## src/rtl/imm_pkg.sv

```systemverilog
// Shared decode constants for the immediate generator: format codes and RV opcodes.
package imm_pkg;

    typedef logic [2:0] imm_fmt_t;

    // Immediate format codes as seen on out_fmt
    localparam imm_fmt_t IMM_FMT_NONE     = 3'd0;
    localparam imm_fmt_t IMM_FMT_I        = 3'd1;
    localparam imm_fmt_t IMM_FMT_S        = 3'd2;
    localparam imm_fmt_t IMM_FMT_B        = 3'd3;
    localparam imm_fmt_t IMM_FMT_U        = 3'd4;
    localparam imm_fmt_t IMM_FMT_J        = 3'd5;
    localparam imm_fmt_t IMM_FMT_SHAMT    = 3'd6;
    localparam imm_fmt_t IMM_FMT_CSR_ZIMM = 3'd7;

    // Base-ISA major opcodes (instr[6:0]); all end in 2'b11
    localparam logic [6:0] OPC_LOAD      = 7'b0000011;
    localparam logic [6:0] OPC_FENCE     = 7'b0001111;
    localparam logic [6:0] OPC_OP_IMM    = 7'b0010011;
    localparam logic [6:0] OPC_AUIPC     = 7'b0010111;
    localparam logic [6:0] OPC_OP_IMM_32 = 7'b0011011;
    localparam logic [6:0] OPC_STORE     = 7'b0100011;
    localparam logic [6:0] OPC_OP        = 7'b0110011;
    localparam logic [6:0] OPC_LUI       = 7'b0110111;
    localparam logic [6:0] OPC_OP_32     = 7'b0111011;
    localparam logic [6:0] OPC_BRANCH    = 7'b1100011;
    localparam logic [6:0] OPC_JALR      = 7'b1100111;
    localparam logic [6:0] OPC_JAL       = 7'b1101111;
    localparam logic [6:0] OPC_SYSTEM    = 7'b1110011;

    // funct3 values selecting the shift-immediate forms
    localparam logic [2:0] F3_SLL = 3'b001;
    localparam logic [2:0] F3_SRX = 3'b101;

endpackage

```

## src/rtl/imm_gen_pipe_if.sv

```systemverilog
// Handshake bus of the immediate generator: input stream (instr+tag) and output stream (result+tag).
interface imm_gen_pipe_if #(
    parameter int XLEN      = 32,
    parameter int INS_WIDTH = 32,
    parameter int TAG_WIDTH = 32
);
    logic                 in_valid;
    logic                 in_ready;
    logic [INS_WIDTH-1:0] in_instr;
    logic [TAG_WIDTH-1:0] in_tag;
    logic                 out_valid;
    logic                 out_ready;
    logic [XLEN-1:0]      out_imm;
    logic [2:0]           out_fmt;
    logic                 out_illegal;
    logic [TAG_WIDTH-1:0] out_tag;

    // Producer of instructions / consumer of results
    modport master (
        output in_valid, in_instr, in_tag, out_ready,
        input  in_ready, out_valid, out_imm, out_fmt, out_illegal, out_tag
    );

    // The immediate generator itself
    modport slave (
        input  in_valid, in_instr, in_tag, out_ready,
        output in_ready, out_valid, out_imm, out_fmt, out_illegal, out_tag
    );
endinterface

```

## src/rtl/imm_decode.sv

```systemverilog
// Combinational RV32I/RV64I immediate decoder: instruction -> extended immediate, format, illegal.
module imm_decode
    import imm_pkg::*;
#(
    parameter int XLEN = 32
) (
    input  logic [31:0]     instr,
    output logic [XLEN-1:0] imm,
    output imm_fmt_t        fmt,
    output logic            illegal
);
    logic [6:0] opcode_s;
    logic [2:0] f3_s;
    logic       is_shift_s;

    assign opcode_s   = instr[6:0];
    assign f3_s       = instr[14:12];
    assign is_shift_s = (f3_s == F3_SLL) || (f3_s == F3_SRX);

    // Select the immediate layout by opcode; unknown opcodes (incl. instr[1:0]!=11) are illegal
    always_comb begin
        imm     = '0;
        fmt     = IMM_FMT_NONE;
        illegal = 1'b0;
        case (opcode_s)
            OPC_OP_IMM: begin
                if (is_shift_s) begin
                    fmt = IMM_FMT_SHAMT;
                    // funct7 bits above the shamt field never reach the immediate
                    if (XLEN == 64) begin
                        imm = XLEN'(instr[25:20]);
                    end else begin
                        imm = XLEN'(instr[24:20]);
                    end
                end else begin
                    fmt = IMM_FMT_I;
                    imm = XLEN'($signed(instr[31:20]));
                end
            end
            OPC_OP_IMM_32: begin
                if (XLEN != 64) begin
                    illegal = 1'b1;
                end else if (is_shift_s) begin
                    fmt = IMM_FMT_SHAMT;
                    imm = XLEN'(instr[24:20]);
                end else begin
                    fmt = IMM_FMT_I;
                    imm = XLEN'($signed(instr[31:20]));
                end
            end
            OPC_LOAD, OPC_JALR: begin
                fmt = IMM_FMT_I;
                imm = XLEN'($signed(instr[31:20]));
            end
            OPC_STORE: begin
                fmt = IMM_FMT_S;
                imm = XLEN'($signed({instr[31:25], instr[11:7]}));
            end
            OPC_BRANCH: begin
                fmt = IMM_FMT_B;
                imm = XLEN'($signed({instr[31], instr[7], instr[30:25], instr[11:8], 1'b0}));
            end
            OPC_JAL: begin
                fmt = IMM_FMT_J;
                imm = XLEN'($signed({instr[31], instr[19:12], instr[20], instr[30:21], 1'b0}));
            end
            OPC_LUI, OPC_AUIPC: begin
                fmt = IMM_FMT_U;
                imm = XLEN'($signed({instr[31:12], 12'b0}));
            end
            OPC_SYSTEM: begin
                if (f3_s[2]) begin
                    fmt = IMM_FMT_CSR_ZIMM;
                    imm = XLEN'(instr[19:15]);
                end else if (f3_s != 3'b000) begin
                    fmt = IMM_FMT_I;
                    imm = XLEN'($signed(instr[31:20]));
                end else begin
                    fmt = IMM_FMT_NONE;
                end
            end
            OPC_OP, OPC_FENCE: begin
                fmt = IMM_FMT_NONE;
            end
            OPC_OP_32: begin
                if (XLEN != 64) begin
                    illegal = 1'b1;
                end else begin
                    fmt = IMM_FMT_NONE;
                end
            end
            default: begin
                illegal = 1'b1;
            end
        endcase
    end
endmodule

```

## src/rtl/imm_gen_pipe.sv

```systemverilog
// Registered immediate generator with a 2-entry skid (output reg OR + skid reg SR), FIFO ordered.
module imm_gen_pipe
    import imm_pkg::*;
#(
    parameter int XLEN      = 32,
    parameter int INS_WIDTH = 32,
    parameter int TAG_WIDTH = 32
) (
    input logic           clk,
    input logic           rst_n,
    imm_gen_pipe_if.slave bus
);
    // One entry = {imm, fmt, illegal, tag}
    localparam int EW = XLEN + 3 + 1 + TAG_WIDTH;

    logic [INS_WIDTH-1:0] instr_s;
    logic [XLEN-1:0]      dec_imm_s;
    imm_fmt_t             dec_fmt_s;
    logic                 dec_ill_s;
    logic [EW-1:0]        new_data_s;
    logic                 accept_s;

    logic          or_valid_q, or_valid_d;
    logic [EW-1:0] or_data_q,  or_data_d;
    logic          sr_valid_q, sr_valid_d;
    logic [EW-1:0] sr_data_q,  sr_data_d;

    assign instr_s = bus.in_instr;

    imm_decode #(.XLEN(XLEN)) u_decode (
        .instr   (instr_s),
        .imm     (dec_imm_s),
        .fmt     (dec_fmt_s),
        .illegal (dec_ill_s)
    );

    assign new_data_s = {dec_imm_s, dec_fmt_s, dec_ill_s, bus.in_tag};

    // in_ready depends only on a flop, so it never combinationally follows out_ready
    assign bus.in_ready  = ~sr_valid_q;
    assign accept_s      = bus.in_valid & ~sr_valid_q;
    assign bus.out_valid = or_valid_q;
    assign {bus.out_imm, bus.out_fmt, bus.out_illegal, bus.out_tag} = or_data_q;

    // Next-state of OR/SR: drain SR first, else place a new entry in OR or spill it into SR
    always_comb begin
        or_valid_d = or_valid_q;
        or_data_d  = or_data_q;
        sr_valid_d = sr_valid_q;
        sr_data_d  = sr_data_q;
        if (sr_valid_q) begin
            // SR full implies OR full and no accept this cycle
            if (bus.out_ready) begin
                or_data_d  = sr_data_q;
                sr_valid_d = 1'b0;
            end else begin
                or_valid_d = or_valid_q;
            end
        end else if (accept_s) begin
            if (~or_valid_q | bus.out_ready) begin
                or_valid_d = 1'b1;
                or_data_d  = new_data_s;
            end else begin
                sr_valid_d = 1'b1;
                sr_data_d  = new_data_s;
            end
        end else if (bus.out_ready) begin
            or_valid_d = 1'b0;
        end else begin
            or_valid_d = or_valid_q;
        end
    end

    // State registers; synchronous reset drops every held entry and clears the payload
    always_ff @(posedge clk) begin
        if (!rst_n) begin
            or_valid_q <= 1'b0;
            or_data_q  <= '0;
            sr_valid_q <= 1'b0;
            sr_data_q  <= '0;
        end else begin
            or_valid_q <= or_valid_d;
            or_data_q  <= or_data_d;
            sr_valid_q <= sr_valid_d;
            sr_data_q  <= sr_data_d;
        end
    end
endmodule

```

## src/flat_wrapper.sv

```systemverilog
// flat-port wrapper written by rule: the top's interface ports become plain ports
module imm_gen_pipe_flat import imm_pkg::*;
#(
    parameter int XLEN      = 32,
    parameter int INS_WIDTH = 32,
    parameter int TAG_WIDTH = 32
)
  (clk, rst_n, bus_in_valid, bus_in_instr, bus_in_tag, bus_out_ready, bus_in_ready, bus_out_valid, bus_out_imm, bus_out_fmt, bus_out_illegal, bus_out_tag);
  imm_gen_pipe_if #(.XLEN(XLEN), .INS_WIDTH(INS_WIDTH), .TAG_WIDTH(TAG_WIDTH)) bus_i ();
  input logic clk;
  input logic rst_n;
  input wire logic [$bits(bus_i.in_valid)-1:0] bus_in_valid;
  input wire logic [$bits(bus_i.in_instr)-1:0] bus_in_instr;
  input wire logic [$bits(bus_i.in_tag)-1:0] bus_in_tag;
  input wire logic [$bits(bus_i.out_ready)-1:0] bus_out_ready;
  output wire logic [$bits(bus_i.in_ready)-1:0] bus_in_ready;
  output wire logic [$bits(bus_i.out_valid)-1:0] bus_out_valid;
  output wire logic [$bits(bus_i.out_imm)-1:0] bus_out_imm;
  output wire logic [$bits(bus_i.out_fmt)-1:0] bus_out_fmt;
  output wire logic [$bits(bus_i.out_illegal)-1:0] bus_out_illegal;
  output wire logic [$bits(bus_i.out_tag)-1:0] bus_out_tag;
  assign bus_i.in_valid = bus_in_valid;
  assign bus_i.in_instr = bus_in_instr;
  assign bus_i.in_tag = bus_in_tag;
  assign bus_i.out_ready = bus_out_ready;
  assign bus_in_ready = bus_i.in_ready;
  assign bus_out_valid = bus_i.out_valid;
  assign bus_out_imm = bus_i.out_imm;
  assign bus_out_fmt = bus_i.out_fmt;
  assign bus_out_illegal = bus_i.out_illegal;
  assign bus_out_tag = bus_i.out_tag;
  imm_gen_pipe #(.XLEN(XLEN), .INS_WIDTH(INS_WIDTH), .TAG_WIDTH(TAG_WIDTH)) u_core (.clk(clk), .rst_n(rst_n), .bus(bus_i));
endmodule
```

## config.mk

```make
export PLATFORM = sky130hd
export DESIGN_NAME = imm_gen_pipe_flat
export DESIGN_NICKNAME = d
export VERILOG_FILES = /design/src/rtl/imm_pkg.sv /design/src/rtl/imm_gen_pipe_if.sv /design/src/rtl/imm_decode.sv /design/src/rtl/imm_gen_pipe.sv /design/src/flat_wrapper.sv
export SDC_FILE = /design/constraint.sdc
export NUM_CORES = 1
export LEC_CHECK = 0
export ABC_AREA = 1
export BUFFER_PORTS_ARGS = -buffer_cell sky130_fd_sc_hd__buf_2
export CAP_MARGIN = 30
export CORE_MARGIN = 8
export CORE_UTILIZATION = 35
export DETAILED_ROUTE_END_ITERATION = 7
export SLEW_MARGIN = 10
export SYNTH_ARGS = -nofsm -noshare
export SYNTH_HDL_FRONTEND = slang
export SYNTH_HIERARCHICAL = 1
export SYNTH_SLANG_ARGS = --single-unit
```

## constraint.sdc

```tcl
create_clock -name clk -period 1.74 [get_ports clk]
set_input_delay 0.348 -clock clk [delete_from_list [all_inputs] [get_ports clk]]
set_output_delay 0.348 -clock clk [all_outputs]
set_load 0.1 [all_outputs]
```

### Word level (Yosys, flattened, before mapping)

Index checks and enable logic that the tools add are counted.
Widths: inputs -> output; s select.

| storage, ports and cells | value |
|---|---|
| register bits | 138 |
| input bits | 68 |
| output and inout port bits | 70 |

| cells by class | value |
|---|---|
| eq/ne operators | 15 |
| multiplexer cells | 20 |
| bitwise logic cells | 5 |
| reductions and logical operators | 11 |

Operators by type and width:

| cell | number |
|---|---|
| $mux 68 | 4 |
| $pmux 32 s7 | 1 |
| $mux 32 | 3 |
| $eq 7x7->1 const B | 4 |
| $eq 7x6->1 const B | 3 |
| $pmux 3 s7 | 1 |
| $eq 7x5->1 const B | 2 |
| $reduce_or 11->1 | 1 |
| $mux 1 | 9 |
| $reduce_and 3->1 | 3 |
| $eq 7x2->1 const B | 1 |
| $eq 7x4->1 const B | 1 |
| $mux 3 | 2 |
| $reduce_bool 2->1 | 3 |
| $ne 2x2->1 const B | 2 |
| $reduce_or 2->1 | 2 |
| $eq 3x1->1 const B | 1 |
| $eq 3x3->1 const B | 1 |
| $not 1->1 | 3 |
| $reduce_bool 3->1 | 1 |
| $and 1x1->1 | 1 |
| $logic_or 1x1->1 | 1 |
| $or 1x1->1 | 1 |

### Longest topological paths before layout

| logic depth | value |
|---|---|
| depth in word-level cells | 7 |
| gate-level depth with buffers | 13 |

### By module

Netlist, hierarchy kept.

Modules (own cells, without submodules):

| module | instances | cells an instance | area an instance (um2) |
|---|---|---|---|
| imm_gen_pipe | 1 | 962 | 6054.6 |
| imm_decode | 1 | 297 | 1370.1 |

### Worst setup path before layout

No wires, ideal clock.

| path | value |
|---|---|
| kind | reg2reg |
| start point | reg u_core.or_valid_q (netlist: u_core/bus.out_valid) |
| end point | reg u_core.sr_data_q[48] |
| setup time | 116 ps |
| arrival time | 1828 ps |
| required time | 1624 ps |
| slack | -204 ps |
| cell stages (with the launch flop) | 8 |
| path through | dfxtp_1 -> inv_1 -> nor2_1 -> nand2_4 -> clkbuf_2 -> clkbuf_2 -> o21ai_0 -> nor2_1 |

| on the way | value |
|---|---|
| word-level cells in the longest chain between the ends | 4 |

Ends and longest elaborated chain:

| item | line | RTL |
|---|---|---|
| start: declaration | imm_gen_pipe.sv:23 | `logic or_valid_q, or_valid_d;` |
| start signal: assignment | imm_gen_pipe.sv:82 | `or_valid_q <= or_valid_d;` |
| $not 1->1 | imm_gen_pipe.sv:60 | `if (~or_valid_q \| bus.out_ready) begin` |
| $or 1x1->1 | imm_gen_pipe.sv:60 |  |
| $not 1->1 (no line) | - |  |
| $reduce_and 3->1 (no line) | - |  |
| end signal: assignment | imm_gen_pipe.sv:85 | `sr_data_q <= sr_data_d;` |
| end: declaration | imm_gen_pipe.sv:26 | `logic [EW-1:0] sr_data_q, sr_data_d;` |

No other way between the ends.
A chain may end at the register's enable or synchronous reset.

### Worst setup path after layout

| path | value |
|---|---|
| start point | reg u_core.sr_valid_q |
| end point | out bus_in_ready |

| on the way | value |
|---|---|
| word-level cells in the longest chain between the ends | 1 |

Ends and longest elaborated chain:

| item | line | RTL |
|---|---|---|
| start: declaration | imm_gen_pipe.sv:25 | `logic sr_valid_q, sr_valid_d;` |
| start signal: assignment | imm_gen_pipe.sv:84 | `sr_valid_q <= sr_valid_d;` |
| $not 1->1 (no line) | - |  |
| end: declaration | flat_wrapper.sv:16 | `output wire logic [$bits(bus_i.in_ready)-1:0] bus_in_ready;` |

No other way between the ends.

==> results by group <==
GRT
  • Pin count of the biggest net entering global routing: 51
  • First-pass GRT wire length: 36.3 mm
  • Total global routing overflow: 0
  • Antenna violations before repair: 1
  • GRT Total Usage: 17.0%
  • Vias in the first global route: 7,243

Pwr
  • Internal: 6.23 mW
  • P per Cell Area: 1020 nW/um2
  • Net Sw Frac: 34.2%
  • Sequential fraction of design power: 36.7%
  • Power share of the combinational group: 22.9%
  • Max VDD drop: 0.614 mV
  • P_sw: 3.23 mW
  • LEAKAGE: 4.99 nW
  • Clk pwr share: 40.4%

Status
  • Status: finished clean

STA
  • RSZ-0062 raised after global routing: no
  • Max-slew violations: 0
  • Final worst path period share: 95.5%
  • Fmax: 602 MHz
  • Hold Vio Cnt, Final: 0
  • Shortest period the worst path allows: 1.66 ns
  • Max Clock Skew: 0.00954 ns
  • Worst-Margin Slew: 0.554 ns
  • Slew HR: 63.3%
  • Setup violations, final: 0
  • Setup TNS: 0 ns

Floorplan
  • Full die area: 26,100 um2
  • Die Y: 162 um
  • Core footprint: 21,000 um2
  • I/O pin count: 138
  • # rows: 53
  • Starting Density: 35.4%
  • Die Width: 162 um

Synthesis
  • Prevailing post-synth register cell: dfxtp_1
  • Synth area leader: dfxtp_1
  • Synth Register Bits: 138
  • Sequential share of the synthesized area: 37.2%
  • Post-synth top cells: nand2_1, nor2_1, dfxtp_1, inv_1, o21ai_0
  • Top-count cell post-synth: nand2_1
  • Syn Nets: 1,327
  • Post-Syn Area: 7420 um2
  • Syn_area_per_cell: 5.90 um2
  • Synth top area cells: dfxtp_1, nand2_1, nor2_1, o21ai_0, inv_1
  • Unique masters post-synth: 27
  • Share of the synthesized area in the top cell type: 37.2%
  • Post-synth EDFFs: 0
  • Post-Synthesis Cells: 1,259
  • Ys async rst share: 0%
  • Ys Warns: 6

Cells and area
  • Fill cells: 2,293
  • Area grow syn2layout: 24.6%
  • Multi-input logic area: 3870 um2
  • Final #Nets: 1,463
  • Register cell area after layout: 2770 um2
  • Non-Filler Instances: 1,684
  • Share of cells above drive strength 1: 17.4%

Clocking
  • Skew-Pair Late Insertion Delay: 0.42 ns
  • Root buf cell: clkbuf_16
  • Clock-pin slew on the worst setup and hold paths: 0.06 ns
  • Post CTS Setup Buffer Count: 0
  • # clock sinks: 138
  • H-Tree Depth: 4
  • TritonCTS clock tree: yes
  • CTS Buf Count: 17
  • Clock tree buffer depth: 2

Worst setup path
  • Critical path fanouts, max: 16
  • WS Path Type: reg -> out
  • Arr. time, crit path: 1.31 ns
  • Slowest-stage cell, CP: dfxtp_4
  • CP Launch Type: register
  • CP required: 1.39 ns
  • Worst path max stage delay: 0.39 ns
  • CP Capture Type: output pin
  • CP cell instances: inv_8 -> buf_4 -> buf_12

Detailed routing
  • Vias: 7,707
  • Drt wl/cell: 13.1 um
  • WL final: 22.1 mm
  • Number of routed nets with antenna violations: 0
  • Via-to-Cell Ratio: 4.58
  • DRT Pass-1 Iters: 5
  • DRC violation count after routing: 0
  • Initial drt markers: 511

Place
  • Post-Place Cells: 1,651
  • Post-DP HPWL: 15.6 mm
  • Port Buffers: 137
  • RD Place Congestion: 0.918

Hold path
  • Worst hold path type: in -> reg

Job
  • Max cap viols: 0
[worst max-delay path: cells and delay by family, from the launching register on]
family	cells	cell delay [ns]
DFF	1	0.39
buffers and inverters	3	0.50
[power groups by stage]
stage | clock network [mW] | registers (mW) | logic [mW]
floorplan | 0 | 4.50 | 0.719
global placement | 0 | 3.54 | 2.17
detailed placement | 0 | 3.54 | 2.17
CTS | 3.93 | 3.47 | 2.18
global route | 4.07 | 3.50 | 2.34
finish | 3.82 | 3.47 | 2.17
[cell usage in the layout, fill, tap and decap left out, types with 2 or more instances in the layout]
cell and n:
nand2_1 441, nor2_1 324, dfxtp_1 136, buf_2 135, inv_1 98, o21ai_0 85, nand3_1 63, buf_4 41
clkbuf_16 17, buf_12 12, inv_2 6, o21bai_1 6, nor2_4 5, clkinvlp_4 4, nand2_4 4, clkinv_4 3
clkbuf_8 3, bufinv_16 3, nand2_2 3, nand4_1 3, inv_6 2, nor3_1 2, o21ai_1 2
[metrics by stage]
step           util, %  cell area [um2]  hold slack (ns)  power (mW)  worst slack (ns)
2_1_floorplan        -             7430            0.454        5.22             0.122
3_3_place_gp      41.1             8610            0.462        5.70            -0.113
3_5_place_dp      41.1             8610            0.472        5.71            -0.123
4_1_cts           44.1             9240            0.186        9.58            0.0226
5_1_grt           44.1             9250            0.188        9.91            0.0279
6_report          44.1             9250            0.200        9.46            0.0791
[area by class of cell]
type / count / area share (%)
Multi-Input combinational cell: 944 / 41.9
Sequential cell: 138 / 29.9
Clock buffer: 20 / 5.05
Tap cell: 275 / 3.72
Timing Repair Buffer: 188 / 13.2
Antenna cell: 1 / 0.0271
Inverter: 106 / 4.38
Clock inverter: 12 / 1.77
[per-layer routing]
layer | track usage, % | wire (um) | vias up
met5 | 0 | 0 | -
met4 | 5.72 | 346 | 0
met3 | 4.12 | 1240 | 23
met2 | 28.9 | 10500 | 186
met1 | 20.6 | 9940 | 3425
li1 | - | - | 4073
[what timing repair did]
action,in CTS,in global routing
setup endpoints to repair,1,1
hold buffers,0,0
resized for setup,1,2
[flip-flops by register name (all words and copies together), names as in the netlist]
name,cells
u_core/or_data_q,68
u_core/sr_data_q,68
u_core/bus.out_valid,1
u_core/sr_valid_q,1
[cells by family (layout without fill, tap and decap cells)]
kind of cell / after synthesis / in the layout / share of synthesized area, %
compound gates: 96 / 96 / 6.79
buf+inv: 177 / 326 / 10.8
other cells: 0 / 1 / 0
flops: 138 / 138 / 37.2
simple gates: 848 / 848 / 45.2
[worst paths after layout]
kind,from,slack (ns),cells after the start,end
setup reg to reg,u_core/bus.out_valid,0.28,7,u_core/sr_data_q[10]
hold / removal,bus_in_tag[20],0.20,3,u_core/sr_data_q[20]
setup / recovery,u_core/sr_valid_q,0.08,3,bus_in_ready
hold reg to reg,u_core/sr_data_q[6],0.48,2,u_core/sr_data_q[6]
(Power assumes the default switching activity.)
